**src/rtl/ex_fwd_hazard_ctrl_pkg.sv**
```systemverilog
// Shared types and constants for the EX-stage forwarding / load-use hazard controller.
package ex_fwd_hazard_ctrl_pkg;

  localparam int RA_W = 5;

  localparam logic [1:0] FW_RF  = 2'b00;
  localparam logic [1:0] FW_WB  = 2'b01;
  localparam logic [1:0] FW_MEM = 2'b10;

  typedef struct packed {
    logic            v;
    logic [RA_W-1:0] rd;
    logic            wr;
    logic            ld;
  } stage_info_t;

  // The MEM-stage shadow never needs the load flag: a load there is forwarded from WB like any other result.
  typedef struct packed {
    logic            v;
    logic [RA_W-1:0] rd;
    logic            wr;
  } mem_info_t;

endpackage

```
**src/rtl/ex_fwd_hazard_ctrl_fwd_sel_calc.sv**
```systemverilog
// Combinational forwarding-select for one EX operand, evaluated while the consumer is still in ID.
module fwd_sel_calc
  import ex_fwd_hazard_ctrl_pkg::*;
(
  input  logic [RA_W-1:0] src,
  input  logic            use_src,
  input  stage_info_t     ex,
  input  mem_info_t       mem,
  output logic [1:0]      sel
);

  logic src_live;
  logic ex_hit;
  logic mem_hit;

  assign src_live = use_src & (src != '0);
  // A load in EX cannot be forwarded yet; that case is covered by the load-use stall.
  assign ex_hit   = src_live & ex.v & ex.wr & ~ex.ld & (ex.rd == src);
  assign mem_hit  = src_live & mem.v & mem.wr & (mem.rd == src);

  // NOTE: assigning the default first means every path writes sel, so no latch is inferred.
  always_comb begin
    sel = FW_RF;
    if (ex_hit)       sel = FW_MEM;
    else if (mem_hit) sel = FW_WB;
  end

endmodule

```
**src/rtl/ex_fwd_hazard_ctrl.sv**
```systemverilog
// Forwarding and load-use hazard controller: shadows EX/MEM destinations, registers operand selects, counts stalls.
module ex_fwd_hazard_ctrl #(
  parameter int RA_W  = 5,
  parameter int CNT_W = 16
) (
  input  logic             clk,
  input  logic             rst_n,
  input  logic             valid_ID,
  input  logic [RA_W-1:0]  rs_ID,
  input  logic [RA_W-1:0]  rt_ID,
  input  logic             use_rs_ID,
  input  logic             use_rt_ID,
  input  logic [RA_W-1:0]  rd_ID,
  input  logic             regwr_ID,
  input  logic             memrd_ID,
  input  logic             flush_EX,
  input  logic             freeze,
  output logic [1:0]       BusAFw,
  output logic [1:0]       BusBFw,
  output logic             stall_IF,
  output logic             stall_ID,
  output logic             bubble_EX,
  output logic [CNT_W-1:0] stall_cnt
);

  import ex_fwd_hazard_ctrl_pkg::*;

  localparam logic [CNT_W-1:0] CNT_ONE = CNT_W'(1);

  stage_info_t      ex_q;
  mem_info_t        mem_q;
  logic [1:0]       fw_a_q, fw_b_q;
  logic [1:0]       sel_a, sel_b;
  logic [CNT_W-1:0] cnt_q;
  logic             src_hit, hazard, stall, kill_id;

  fwd_sel_calc u_sel_a (
    .src     (rs_ID),
    .use_src (use_rs_ID),
    .ex      (ex_q),
    .mem     (mem_q),
    .sel     (sel_a)
  );

  fwd_sel_calc u_sel_b (
    .src     (rt_ID),
    .use_src (use_rt_ID),
    .ex      (ex_q),
    .mem     (mem_q),
    .sel     (sel_b)
  );

  assign src_hit = (use_rs_ID & (rs_ID == ex_q.rd)) | (use_rt_ID & (rt_ID == ex_q.rd));
  assign hazard  = valid_ID & ex_q.v & ex_q.ld & ex_q.wr & (ex_q.rd != '0) & src_hit;
  // A taken branch kills the consumer anyway, and a frozen pipeline advances nothing.
  assign stall   = hazard & ~flush_EX & ~freeze;
  assign kill_id = flush_EX | stall | ~valid_ID;

  // NOTE: state uses non-blocking assignments so every register samples pre-edge values.
  always_ff @(posedge clk or negedge rst_n) begin
    if (!rst_n) begin
      ex_q   <= '0;
      mem_q  <= '0;
      fw_a_q <= FW_RF;
      fw_b_q <= FW_RF;
      cnt_q  <= '0;
    end else if (!freeze) begin
      mem_q <= '{v: ex_q.v, rd: ex_q.rd, wr: ex_q.wr};
      if (kill_id) begin
        ex_q   <= '0;
        fw_a_q <= FW_RF;
        fw_b_q <= FW_RF;
      end else begin
        ex_q   <= '{v: 1'b1, rd: rd_ID, wr: regwr_ID, ld: memrd_ID};
        fw_a_q <= sel_a;
        fw_b_q <= sel_b;
      end
      if (stall && (cnt_q != '1)) cnt_q <= cnt_q + CNT_ONE;
    end
  end

  assign BusAFw    = fw_a_q;
  assign BusBFw    = fw_b_q;
  assign stall_IF  = stall;
  assign stall_ID  = stall;
  assign bubble_EX = stall;
  assign stall_cnt = cnt_q;

endmodule

```
**config.mk**
```make
export PLATFORM = sky130hd
export DESIGN_NAME = ex_fwd_hazard_ctrl
export DESIGN_NICKNAME = d
export VERILOG_FILES = /design/src/rtl/ex_fwd_hazard_ctrl_pkg.sv /design/src/rtl/ex_fwd_hazard_ctrl_fwd_sel_calc.sv /design/src/rtl/ex_fwd_hazard_ctrl.sv
export SDC_FILE = /design/constraint.sdc
export NUM_CORES = 1
export LEC_CHECK = 0
export BUFFER_PORTS_ARGS = -buffer_cell sky130_fd_sc_hd__buf_2
export CORE_ASPECT_RATIO = 0.8
export CORE_MARGIN = 4
export CORE_UTILIZATION = 30
export DETAILED_ROUTE_END_ITERATION = 16
export HOLD_SLACK_MARGIN = 0.05
export PLACE_DENSITY = 0.64
export SLEW_MARGIN = 15
export SYNTH_ARGS = -nofsm -noshare
export SYNTH_HDL_FRONTEND = slang
export SYNTH_SLANG_ARGS = --single-unit
```
**constraint.sdc**
```tcl
create_clock -name clk -period 1.7 [get_ports clk]
set_input_delay 0.085 -clock clk [delete_from_list [all_inputs] [get_ports clk]]
set_output_delay 0.085 -clock clk [all_outputs]
set_load 0.02 [all_outputs]
```
## After elaboration in Yosys (flattened, before gate mapping)

Index checks and enable logic that the tools add are counted.

- Add/sub/neg operators: 1
- Mux-type cells: 7
- Reduce and logical (&&, ||, !) cells: 5
- Bitwise gates (word level): 32
- Eq/ne operators: 7

Operators by type and width:

| kind | number |
|---|---|
| $eq 5x5->1 | 6 |
| $and 1x1->1 | 25 |
| $add 16x1->16 const B | 1 |
| $ne 16x16->1 const B | 1 |
| $reduce_bool 5->1 | 3 |
| $mux 2 | 4 |
| $mux 8 | 1 |
| $not 1->1 | 4 |
| $or 1x1->1 | 3 |
| $mux 1 | 2 |
| $reduce_and 2->1 | 1 |
| $logic_and 1x1->1 | 1 |

- Register bits: 35
- Bits of input ports: 24
- Logic and storage cells: 62
- Output and inout bits: 23

## Depth between registers and ports, before layout

Gate-level depths: netlist (run 1).

- Depth in word-level cells: 10
- Mapped depth: 7
- Depth with buffers taken out: 6

## Hierarchy

A second synthesis (run 1) with hierarchy kept.

- Cell total of the unflattened synthesis: 174
- Area total of the unflattened synthesis: 1958.1 um^2

By module, submodules not included:

| module | sequential area each (um^2) | area an instance (um^2) | times used | cells each |
|---|---|---|---|---|
| ex_fwd_hazard_ctrl | 875.8 | 1647.8 | 1 | 134 |
| fwd_sel_calc | 0.0 | 155.1 | 2 | 20 |

## Least setup slack after synthesis (run 1)

OpenSTA, ideal clock, no wires.

- Kind: reg-to-reg
- From: reg cnt_q[0], in the netlist stall_cnt[0]
- To: reg cnt_q[1], in the netlist stall_cnt[1]
- Data required time: 1575 ps
- Stages on the path, launching flop included: 7
- Path buffers: 0
- Clock period less this slack: 1827 ps
- Setup time: 125 ps
- Path slack: -127 ps
- Arrival time: 1702 ps
- Cells stage by stage: dfrtp_1 -> ha_1 -> and4_1 -> nand4_1 -> o21ai_2 -> nand2b_4 -> mux2_2

- Longest elaborated chain between the ends: 3
- Elaborated cells on any way between the ends: 4
- Classes of those cells: 1 x add/sub; 1 x eq/ne; 2 x reduce/logical

Ends and longest elaborated chain:

| element | line | source |
|---|---|---|
| start: declaration | ex_fwd_hazard_ctrl.sv:34 | `logic [CNT_W-1:0] cnt_q;` |
| start signal: assignment | ex_fwd_hazard_ctrl.sv:78 | `if (stall && (cnt_q != '1)) cnt_q <= cnt_q + CNT_ONE;` |
| branches (longest 3 deep; another with $add 16x1->16) | n/a |  |

Parallel ways; which one is timed is not known.
A chain may end at the register's enable or synchronous reset.

## Worst setup path after layout (run 1)

- From: reg ex_q[6] (netlist name)
- To: reg cnt_q[0], in the netlist stall_cnt[0]

- Longest elaborated chain between the ends: 8
- Elaborated cells on any way between the ends: 12
- Classes of those cells: 2 x eq/ne; 7 x bitwise; 3 x reduce/logical

Ends and longest elaborated chain:

| element | line | source |
|---|---|---|
| start: declaration | ex_fwd_hazard_ctrl.sv:30 | `stage_info_t ex_q;` |
| start signal: assignment | ex_fwd_hazard_ctrl.sv:74 | `ex_q <= '{v: 1'b1, rd: rd_ID, wr: regwr_ID, ld: memrd_ID};` |
| $eq 5x5->1 | ex_fwd_hazard_ctrl.sv:53 | `assign src_hit = (use_rs_ID & (rs_ID == ex_q.rd)) \| (use_rt_ID & (rt_ID == ex_q.rd));` |
| $and 1x1->1 | ex_fwd_hazard_ctrl.sv:53 |  |
| $or 1x1->1 | ex_fwd_hazard_ctrl.sv:53 |  |
| $and 1x1->1 * | ex_fwd_hazard_ctrl.sv:54 | `assign hazard = valid_ID & ex_q.v & ex_q.ld & ex_q.wr & (ex_q.rd != '0) & src_hit;` |
| $and 1x1->1 * (2 in a row) | ex_fwd_hazard_ctrl.sv:56 | `assign stall = hazard & ~flush_EX & ~freeze;` |
| $logic_and 1x1->1 * | ex_fwd_hazard_ctrl.sv:78 |  |
| $reduce_and 2->1 (no source line) * | n/a |  |

Mark *: on every way between the ends. The rest lies on a longest branch, timed or not.

==> metrics.md, run 1 <==
| Metric | Value |
|---|---|
| Status | finished with violations |
| Failing checks | negative setup slack |
| Area grow syn2layout | 49.7% |
| Synthesized area per cell | about 11 sq um |
| Top Ports | 47 |
| Crit start category | flip-flop |
| Fillers | 546 |
| Clock root buffer master | clkbuf_8 |
| Crit share post-route | 108% |
| Vias in the first global route | 1,705 |
| Main synth FF type | dfrtp_1 |
| Avg WL per Cell | 14.5 microns |
| Pwr/cell area | ~640 mW/mm^2 |
| TritonCTS clock tree | done |
| Max-slew headroom | 70.1% |
| Ys Warns | 0 |
| Antenna cells | 0 |
| Final WS setup | -0.132 ns |
| Req. time, crit path | 1.87 ns |
| Worst reg2reg startpoint | ex_q[6] |
| Starting density of the core | a little under a third |
| Yosys top cell by area | dfrtp_1 |
| Antenna Violating Nets Remaining | 0 |
| H-tree levels | 2 |
| Final hold viol count | 0 |
| Initial DRT Pass Iterations | 4 |
| Longest Clk Path Bufs | 2 |
| Gpl congestion | 0.806 |
| Final wirelength | 4.98 mm |
| DR iter-0 viols | 76 |
| Worst-margin pin slew | 0.448 ns |
| Layout Skew | 0.00772 ns |
| Worst Path Arrival | around 2 ns |
| Antenna violations before repair | 0 |
| Core Rows | 25 |
| RSZ-0062 raised after global routing | true |
| Final std cells w/o fill | 343 |
| Sequential share of the synthesized area | a little under half |
| IO Port Bufs | 46 |
| Tmin final | 1.83 ns |
| Number of synthesized flops with an enable pin | 0 |
| Post-Synthesis Cells | 168 |
| Layout cells sized above 1 | 53.1% |
| DRC | 0 |
| Worst-path maximum fanout | 3 |
| Worst Hold Path Cells | 3 |
| DR vias | 1,633 |
| Top cell type's share of synthesized area | 46.2% |
| Internal reg-to-reg setup slack | -0.13 ns |
| Worst Setup End Kind | flip-flop |
| Final setup vio count | 25 |
| Die width | approximately 97 microns |
| CTS buffer count | 5 |
| Slew Viols, Final | 0 |
| Pleak | between 0.001 and 0.0015 uW |
| Clock Latency Late Sink | just under 0.3 ns |
| Commonest cells in the netlist | 35 x dfrtp_1, 27 x xor2_1, 13 x nand2_1, 9 x nand3_1, 9 x nor3_2 |
| Critical R2R Capture | stall_cnt[0] |
| Synth Register Bits | 35 |
| GRT Util Overall | 13.5% |
| Yosys cell types | 37 |
| Largest net degree at the start of global routing | 36 |
| Hpwl dp | 3.64 mm |
| Vias/cell | between 4 and 5 |
| Hold_sp | use_rs_ID |
| Most numerous cell in the Yosys netlist | dfrtp_1 |
| Max-Cap Viols | 0 |
| Die H | roughly 79 microns |
| Syn Nets | 193 |
| Post-layout util | a little under half |
| CP Class | flip-flop to flip-flop |
| First-pass GRT wire length | 8.36 mm |
| Layout Nets | 286 |
| CTS Sinks | 35 |
| Die footprint | approximately 0.0077 sq mm |
| GRT overflow | 0 |
| Hold EP | BusAFw[1] |
| Peak VDD IR | between 200 and 300 uV |
| Core area | 0.00601 sq mm |
| Fmax | 546 MHz |
| FF-to-FF path depth | 10 |
| Reg clk slew, reported paths | approximately 0.080 ns |
| Placed Instances | approximately 320 |
| Fraction of registers with async set/reset | between 90% and 100% |
| Dominant cells by area after synthesis | dfrtp_1 46%, xor2_1 12%, nor3_2 4.8%, mux2_2 4.8%, a22o_1 3.2% |
| Post-Synthesis Cell Area | between 0.0015 and 0.002 sq mm |
| Hold Crit Class | primary input to flip-flop |
-- flip-flops by register name, summed over array words and instances, names as in the netlist --
register	flops
BusAFw	2
ex_q	8
mem_q	7
stall_cnt	16
BusBFw	2
-- worst max-delay path by stage --
stage | start | end | slack [ns]
after floorplan | stall_cnt[0] | stall_cnt[1] | -0.05
after global placement | ex_q[3] | stall_cnt[1] | -0.1
after detailed placement | ex_q[2] | stall_cnt[8] | -0.13
after CTS | ex_q[6] | stall_IF | -0.04
after global routing | ex_q[6] | stall_ID | -0.25
final | ex_q[6] | stall_cnt[0] | -0.13
-- where the power goes --
group,internal [uW],total (uW),switching [uW]
sequential,858,887,29.6
clock,369,682,313
combinational,130,255,125
total,1360,1820,467
-- metrics by stage --
| step | hold WS, ns | area [sq um] | power (uW) | setup WS [ns] | setup TNS, ns |
|---|---|---|---|---|---|
| 2_1_floorplan | -0.211 | 1900 | 995 | -0.0510 | -0.0510 |
| 3_3_place_gp | 0.142 | 2420 | 1090 | -0.0961 | -1.54 |
| 3_5_place_dp | 0.150 | 2420 | 1100 | -0.130 | -1.96 |
| 4_1_cts | 0.143 | 2740 | 1820 | -0.0448 | -0.465 |
| 5_1_grt | 0.151 | 2840 | 1910 | -0.247 | -4.50 |
| 6_report | 0.141 | 2840 | 1820 | -0.132 | -1.72 |
-- critical path, cell delays in order, from the launching register on --
cell	delay, ns
dfrtp_2	0.44
buf_6	0.13
xor2_2	0.14
nor3_2	0.16
buf_4	0.15
a32o_2	0.14
buf_4	0.14
nand2b_4	0.06
buf_4	0.13
buf_4	0.12
xnor2_1	0.11
-- per-layer routing --
| layer | global-route usage (%) | vias up | share of wire [%] |
|---|---|---|---|
| met5 | 0 | - | 0 |
| met4 | 4.63 | 0 | 1.3 |
| met3 | 3.42 | 7 | 3.4 |
| met2 | 21.2 | 36 | 46 |
| met1 | 18.3 | 800 | 49 |
| li1 | - | 790 | - |
-- layout make-up --
type / instances / area [sq um] / area share (%)
Clock buffer: 7 / 96.3 / 3.40
Timing Repair Buffer: 92 / 644 / 22.7
Multi-Input combinational cell: 127 / 1100 / 38.9
Tap cell: 81 / 101 / 3.57
Sequential cell: 35 / 883 / 31.1
Clock inverter: 1 / 7.51 / 0.265
-- kinds of logic (layout without fill, tap and decap cells) --
kind of cell / count (synthesis) / count (layout) / synth area share (%)
XOR/XNOR: 34 / 34 / 15.7
AND/OR/NAND/NOR: 63 / 63 / 21.5
adder cells (fa/ha/maj): 1 / 1 / 0.660
flip-flops: 35 / 35 / 46.2
AO/OA/AOI/OAI: 21 / 21 / 9.12
buffers and inverters: 6 / 100 / 2.05
multiplexers: 8 / 8 / 4.76
-- placed cells by master, fill, tap and decap left out, types with 3 or more instances in the layout --
cell type / count
buf_4: 30
xor2_2: 4
nor3b_2: 3
xor2_1: 23
dfrtp_2: 6
o31ai_1: 4
dfrtp_1: 29
nor3_2: 9
a22o_1: 7
buf_2: 43
buf_6: 11
nor3_4: 3
dlygate4sd3_1: 8
nand2_1: 13
nand4_1: 4
xnor2_1: 7
mux2_2: 7
clkbuf_8: 7
nand3_1: 9
nor2_1: 3
-- timing repair --
| item | CTS | global route |
|---|---|---|
| setup buffers | 6 | 2 |
| setup endpoints to repair | 28 | 26 |
| pin swaps | 13 | 7 |
| gates resized for setup | 24 | 17 |
| hold buffers | 8 | 0 |
| hold endpoints to repair | 42 | 0 |
No activity file was read; power rests on OpenSTA's default activity.
==> run 2, diff against run 1 <==
ABC_AREA = 1   (was default)
PLACE_DENSITY = 0.63   (was 0.64)
==> metrics.md, run 2 <==
| Metric | Value |
|---|---|
| Peak VDD IR | 232 uV (was 279 uV) |
| Layout Nets | 396 (was 286) |
| Req. time, crit path | 1.89 ns (was 1.87 ns) |
| Worst Setup End Kind | flip-flop (unchanged) |
| DRC | 0 (unchanged) |
| Die H | 83.1 microns (was 79.1 microns) |
| Max-slew headroom | 77.7% (was 70.1%) |
| Synth Area in Simple Gates | 35.6% (was 21.5%) |
| Failing checks | negative setup slack (unchanged) |
| First-pass GRT wire length | 9.64 mm (was 8.36 mm) |
| Commonest non-fill, non-tap cell in the layout | nand2_1 (was buf_2) |
| WL met2 | 2.51 mm (was 2.31 mm) |
| Die footprint | 0.00846 sq mm (was 0.00766 sq mm) |
| Longest Clk Path Bufs | 2 (unchanged) |
| Vias in the first global route | 1,987 (was 1,705) |
| Post-synthesis mux area share | 0% (was 4.76%) |
| FF-to-FF path depth | 9 (was 10) |
| Antenna cells | 0 (unchanged) |
| Worst Path Arrival | 1.93 ns (was 2.00 ns) |
| Slew Viols, Final | 0 (unchanged) |
| Worst-margin pin slew | 0.333 ns (was 0.448 ns) |
| Crit share post-route | 102% (was 108%) |
| Net Sw Frac | 28.9% (was 25.6%) |
| Syn Nets | 312 (was 193) |
| Clock Latency Late Sink | 0.31 ns (was 0.29 ns) |
| Post-Synthesis Cell Area | 0.00211 sq mm (was 0.00189 sq mm) |
| Tmin final | 1.74 ns (was 1.83 ns) |
| Yosys top cell by area | dfrtp_1 (unchanged) |
| Final wirelength | 6.01 mm (was 4.98 mm) |
| Ys Warns | 0 (unchanged) |
| NetSw | 503 uW (was 467 uW) |
| DR vias | 2,121 (was 1,633) |
| Final hold viol count | 0 (unchanged) |
| CP top delay family | simple AND/OR/NAND/NOR gates (was buffers and inverters) |
| Int Pwr | 1240 uW (was 1360 uW) |
| Post-Synthesis Cells | 287 (was 168) |
| Fraction of registers with async set/reset | 100% (unchanged) |
| Largest family of logic cells by synthesized area | simple AND/OR/NAND/NOR gates (unchanged) |
| Worst reg2reg startpoint | ex_q[3] (was ex_q[6]) |
| Pre-CTS setup slack | -0.0224 ns (was -0.130 ns) |
| Gpl congestion | 0.905 (was 0.806) |
| Die width | 102 microns (was 96.8 microns) |
| Final setup vio count | 8 (was 25) |
| Most numerous cell in the Yosys netlist | nand2_1 (was dfrtp_1) |
| Max-Cap Viols | 0 (unchanged) |
| Final hold slack | 0.150 ns (was 0.141 ns) |
| Final WS setup | -0.0383 ns (was -0.132 ns) |
| CTS Sinks | 35 (unchanged) |
| Top cell type's share of synthesized area | 41.4% (was 46.2%) |
| IO Port Bufs | 46 (unchanged) |
| Internal reg-to-reg setup slack | -0.04 ns (was -0.13 ns) |
| Reg clk slew, reported paths | 0.09 ns (was 0.08 ns) |
| Worst-path maximum fanout | 6 (was 3) |
| Antenna Violating Nets Remaining | 0 (unchanged) |
| Sequential share of the synthesized area | 41.4% (was 46.2%) |
| Crit start category | flip-flop (unchanged) |
| Pwr/cell area | 598 mW/mm^2 (was 643 mW/mm^2) |
| Combinational power share | 12.8% (was 14.0%) |
| Layout Skew | 0.00840 ns (was 0.00772 ns) |
| Fmax | 575 MHz (was 546 MHz) |
| Critical R2R Capture | stall_cnt[15] (was stall_cnt[0]) |
| Core area | 0.00686 sq mm (was 0.00601 sq mm) |
| TritonCTS clock tree | done (unchanged) |
| Top cell by count, worst path | buf_4 (unchanged) |
| Yosys cell types | 29 (was 37) |
| Post-synthesis adder-cell area fraction | 0.592% (was 0.661%) |
| Clock share of power | 36.7% (was 37.4%) |
| Most frequent cells in the layout | 81 x nand2_1, 43 x buf_2, 40 x inv_1 (was 43 x buf_2, 30 x buf_4, 29 x dfrtp_1) |
| Largest register FFs | 16 (unchanged) |
| CTS buffer count | 5 (unchanged) |
| Antenna violations before repair | 0 (unchanged) |
| CP Class | flip-flop to flip-flop (unchanged) |
| CP Cell Sequence | xor2_1, nor2_1, nand4_1, nand2_2, nand3_4, buf_4, buf_4, o21ai_2, nand2_1 (was buf_6, xor2_2, nor3_2, buf_4, a32o_2, buf_4, nand2b_4, buf_4, buf_4, xnor2_1) |
| Largest net degree at the start of global routing | 22 (was 36) |
| Reg power frac | 50.4% (was 48.6%) |
| Avg WL per Cell | 13.1 microns (was 14.5 microns) |
| Main synth FF type | dfrtp_1 (unchanged) |
| Top routing layer in use | met4 (unchanged) |
| Clock root buffer master | clkbuf_8 (unchanged) |
| H-tree levels | 2 (unchanged) |
| Top Ports | 47 (unchanged) |
| GRT overflow | 0 (unchanged) |
| Commonest cells in the netlist | 82 x nand2_1, 41 x inv_1, 35 x dfrtp_1, 26 x nor2_1, 20 x nand3_1 (was 35 x dfrtp_1, 27 x xor2_1, 13 x nand2_1, 9 x nand3_1, 9 x nor3_2) |
| Placed Instances | 425 (was 319) |
| Hold Crit Class | primary input to async pin (was primary input to flip-flop) |
| Pleak | 0.00155 uW (was 0.00141 uW) |
| DR iter-0 viols | 172 (was 76) |
| Final std cells w/o fill | 459 (was 343) |
| Worst path slowest cell | dfrtp_2 (unchanged) |
| Core Rows | 27 (was 25) |
| Fillers | 699 (was 546) |
| Crit path buf inv count | 2 (was 5) |
| Layout cells sized above 1 | 32.3% (was 53.1%) |
| Met3 Routed Length | 356 microns (was 167 microns) |
| Hpwl dp | 4.28 mm (was 3.64 mm) |
| Area grow syn2layout | 37.8% (was 49.7%) |
| Largest stage delay, worst path | 0.45 ns (was 0.44 ns) |
| Dominant cells by area after synthesis | dfrtp_1 41%, nand2_1 15%, inv_1 7.3%, nand3_1 4.7%, nor2_1 4.6% (was dfrtp_1 46%, xor2_1 12%, nor3_2 4.8%, mux2_2 4.8%, a22o_1 3.2%) |
| Synth Register Bits | 35 (unchanged) |
| GRT Util Overall | 14.3% (was 13.5%) |
| Number of synthesized flops with an enable pin | 0 (unchanged) |
| M1 WL | 3.03 mm (was 2.43 mm) |
| Compound-Gate Fraction of Synth Area | 7.76% (was 9.11%) |
| Initial DRT Pass Iterations | 4 (unchanged) |
| RSZ-0062 raised after global routing | true (unchanged) |
| Status | finished with violations (unchanged) |
| Starting density of the core | 30.8% (was 31.5%) |
| Synth Area in XOR/XNOR | 4.50% (was 15.7%) |
| Vias/cell | 4.62 (was 4.76) |
| Synthesized area per cell | 7.36 sq um (was 11.3 sq um) |
[run 2: area by class of cell]
| type | count | area (sq um) | area share [%] |
|---|---|---|---|
| Clock buffer | 5 | 68.8 | 2.36 |
| Clock inverter | 3 | 20.0 | 0.687 |
| Inverter | 46 | 175 | 6.01 |
| Multi-Input combinational cell | 200 | 1070 | 36.9 |
| Sequential cell | 35 | 881 | 30.2 |
| Tap cell | 87 | 109 | 3.74 |
| Timing Repair Buffer | 83 | 586 | 20.1 |
[run 2: how the worst max path moves through the flow]
stage | start | endpoint | slack (ns) | cells past startpoint
floorplan | stall_cnt[0] | stall_cnt[15] | 0.01 | 9
global placement | stall_cnt[1] | stall_cnt[7] | 0.05 | 8
detailed placement | stall_cnt[1] | stall_cnt[7] | -0.02 | 8
CTS | stall_cnt[1] | stall_cnt[15] | 0.009 | 9
global route | ex_q[3] | stall_cnt[5] | -0.16 | 10
finish | ex_q[3] | stall_cnt[15] | -0.04 | 9
[run 2: per-layer routing]
| metal | vias to the layer above | GRT usage [%] |
|---|---|---|
| met5 | - | 0 |
| met2 | 60 | 19.7 |
| met1 | 973 | 21.3 |
| li1 | 1077 | - |
| met3 | 11 | 3.44 |
| met4 | 0 | 5.36 |
[run 2: cell families after synthesis]
family	after synthesis
adder cells (fa/ha/maj)	1
buffers and inverters	52
AND/OR/NAND/NOR	161
AO/OA/AOI/OAI	28
XOR/XNOR	10
flip-flops	35
[run 2: through the flow]
| step | utilization, % | instance area, sq um | total power, uW | setup TNS [ns] |
|---|---|---|---|---|
| after floorplan | - | 2150 | 993 | 0 |
| after global placement | 37.0 | 2530 | 1080 | 0 |
| after detailed placement | 37.0 | 2530 | 1080 | -0.0333 |
| after CTS | 40.5 | 2780 | 1740 | 0 |
| after global routing | 42.5 | 2910 | 1820 | -2.10 |
| final | 42.5 | 2910 | 1740 | -0.123 |
[run 2: power by group through the flow]
stage          combinational [uW]  clock, uW  sequential [uW]
5_1_grt                       252        688              883
2_1_floorplan                 103          0              890
6_report                      223        640              879
4_1_cts                       208        653              878
3_5_place_dp                  190          0              894
3_3_place_gp                  188          0              894
[run 2: repair_timing]
item	4_1_cts	5_1_grt
hold buffers	8	0
buffers inserted	5	14
hold endpoints to repair	42	0
resized for setup	11	17
setup endpoints to repair	9	30
pin swaps	4	11
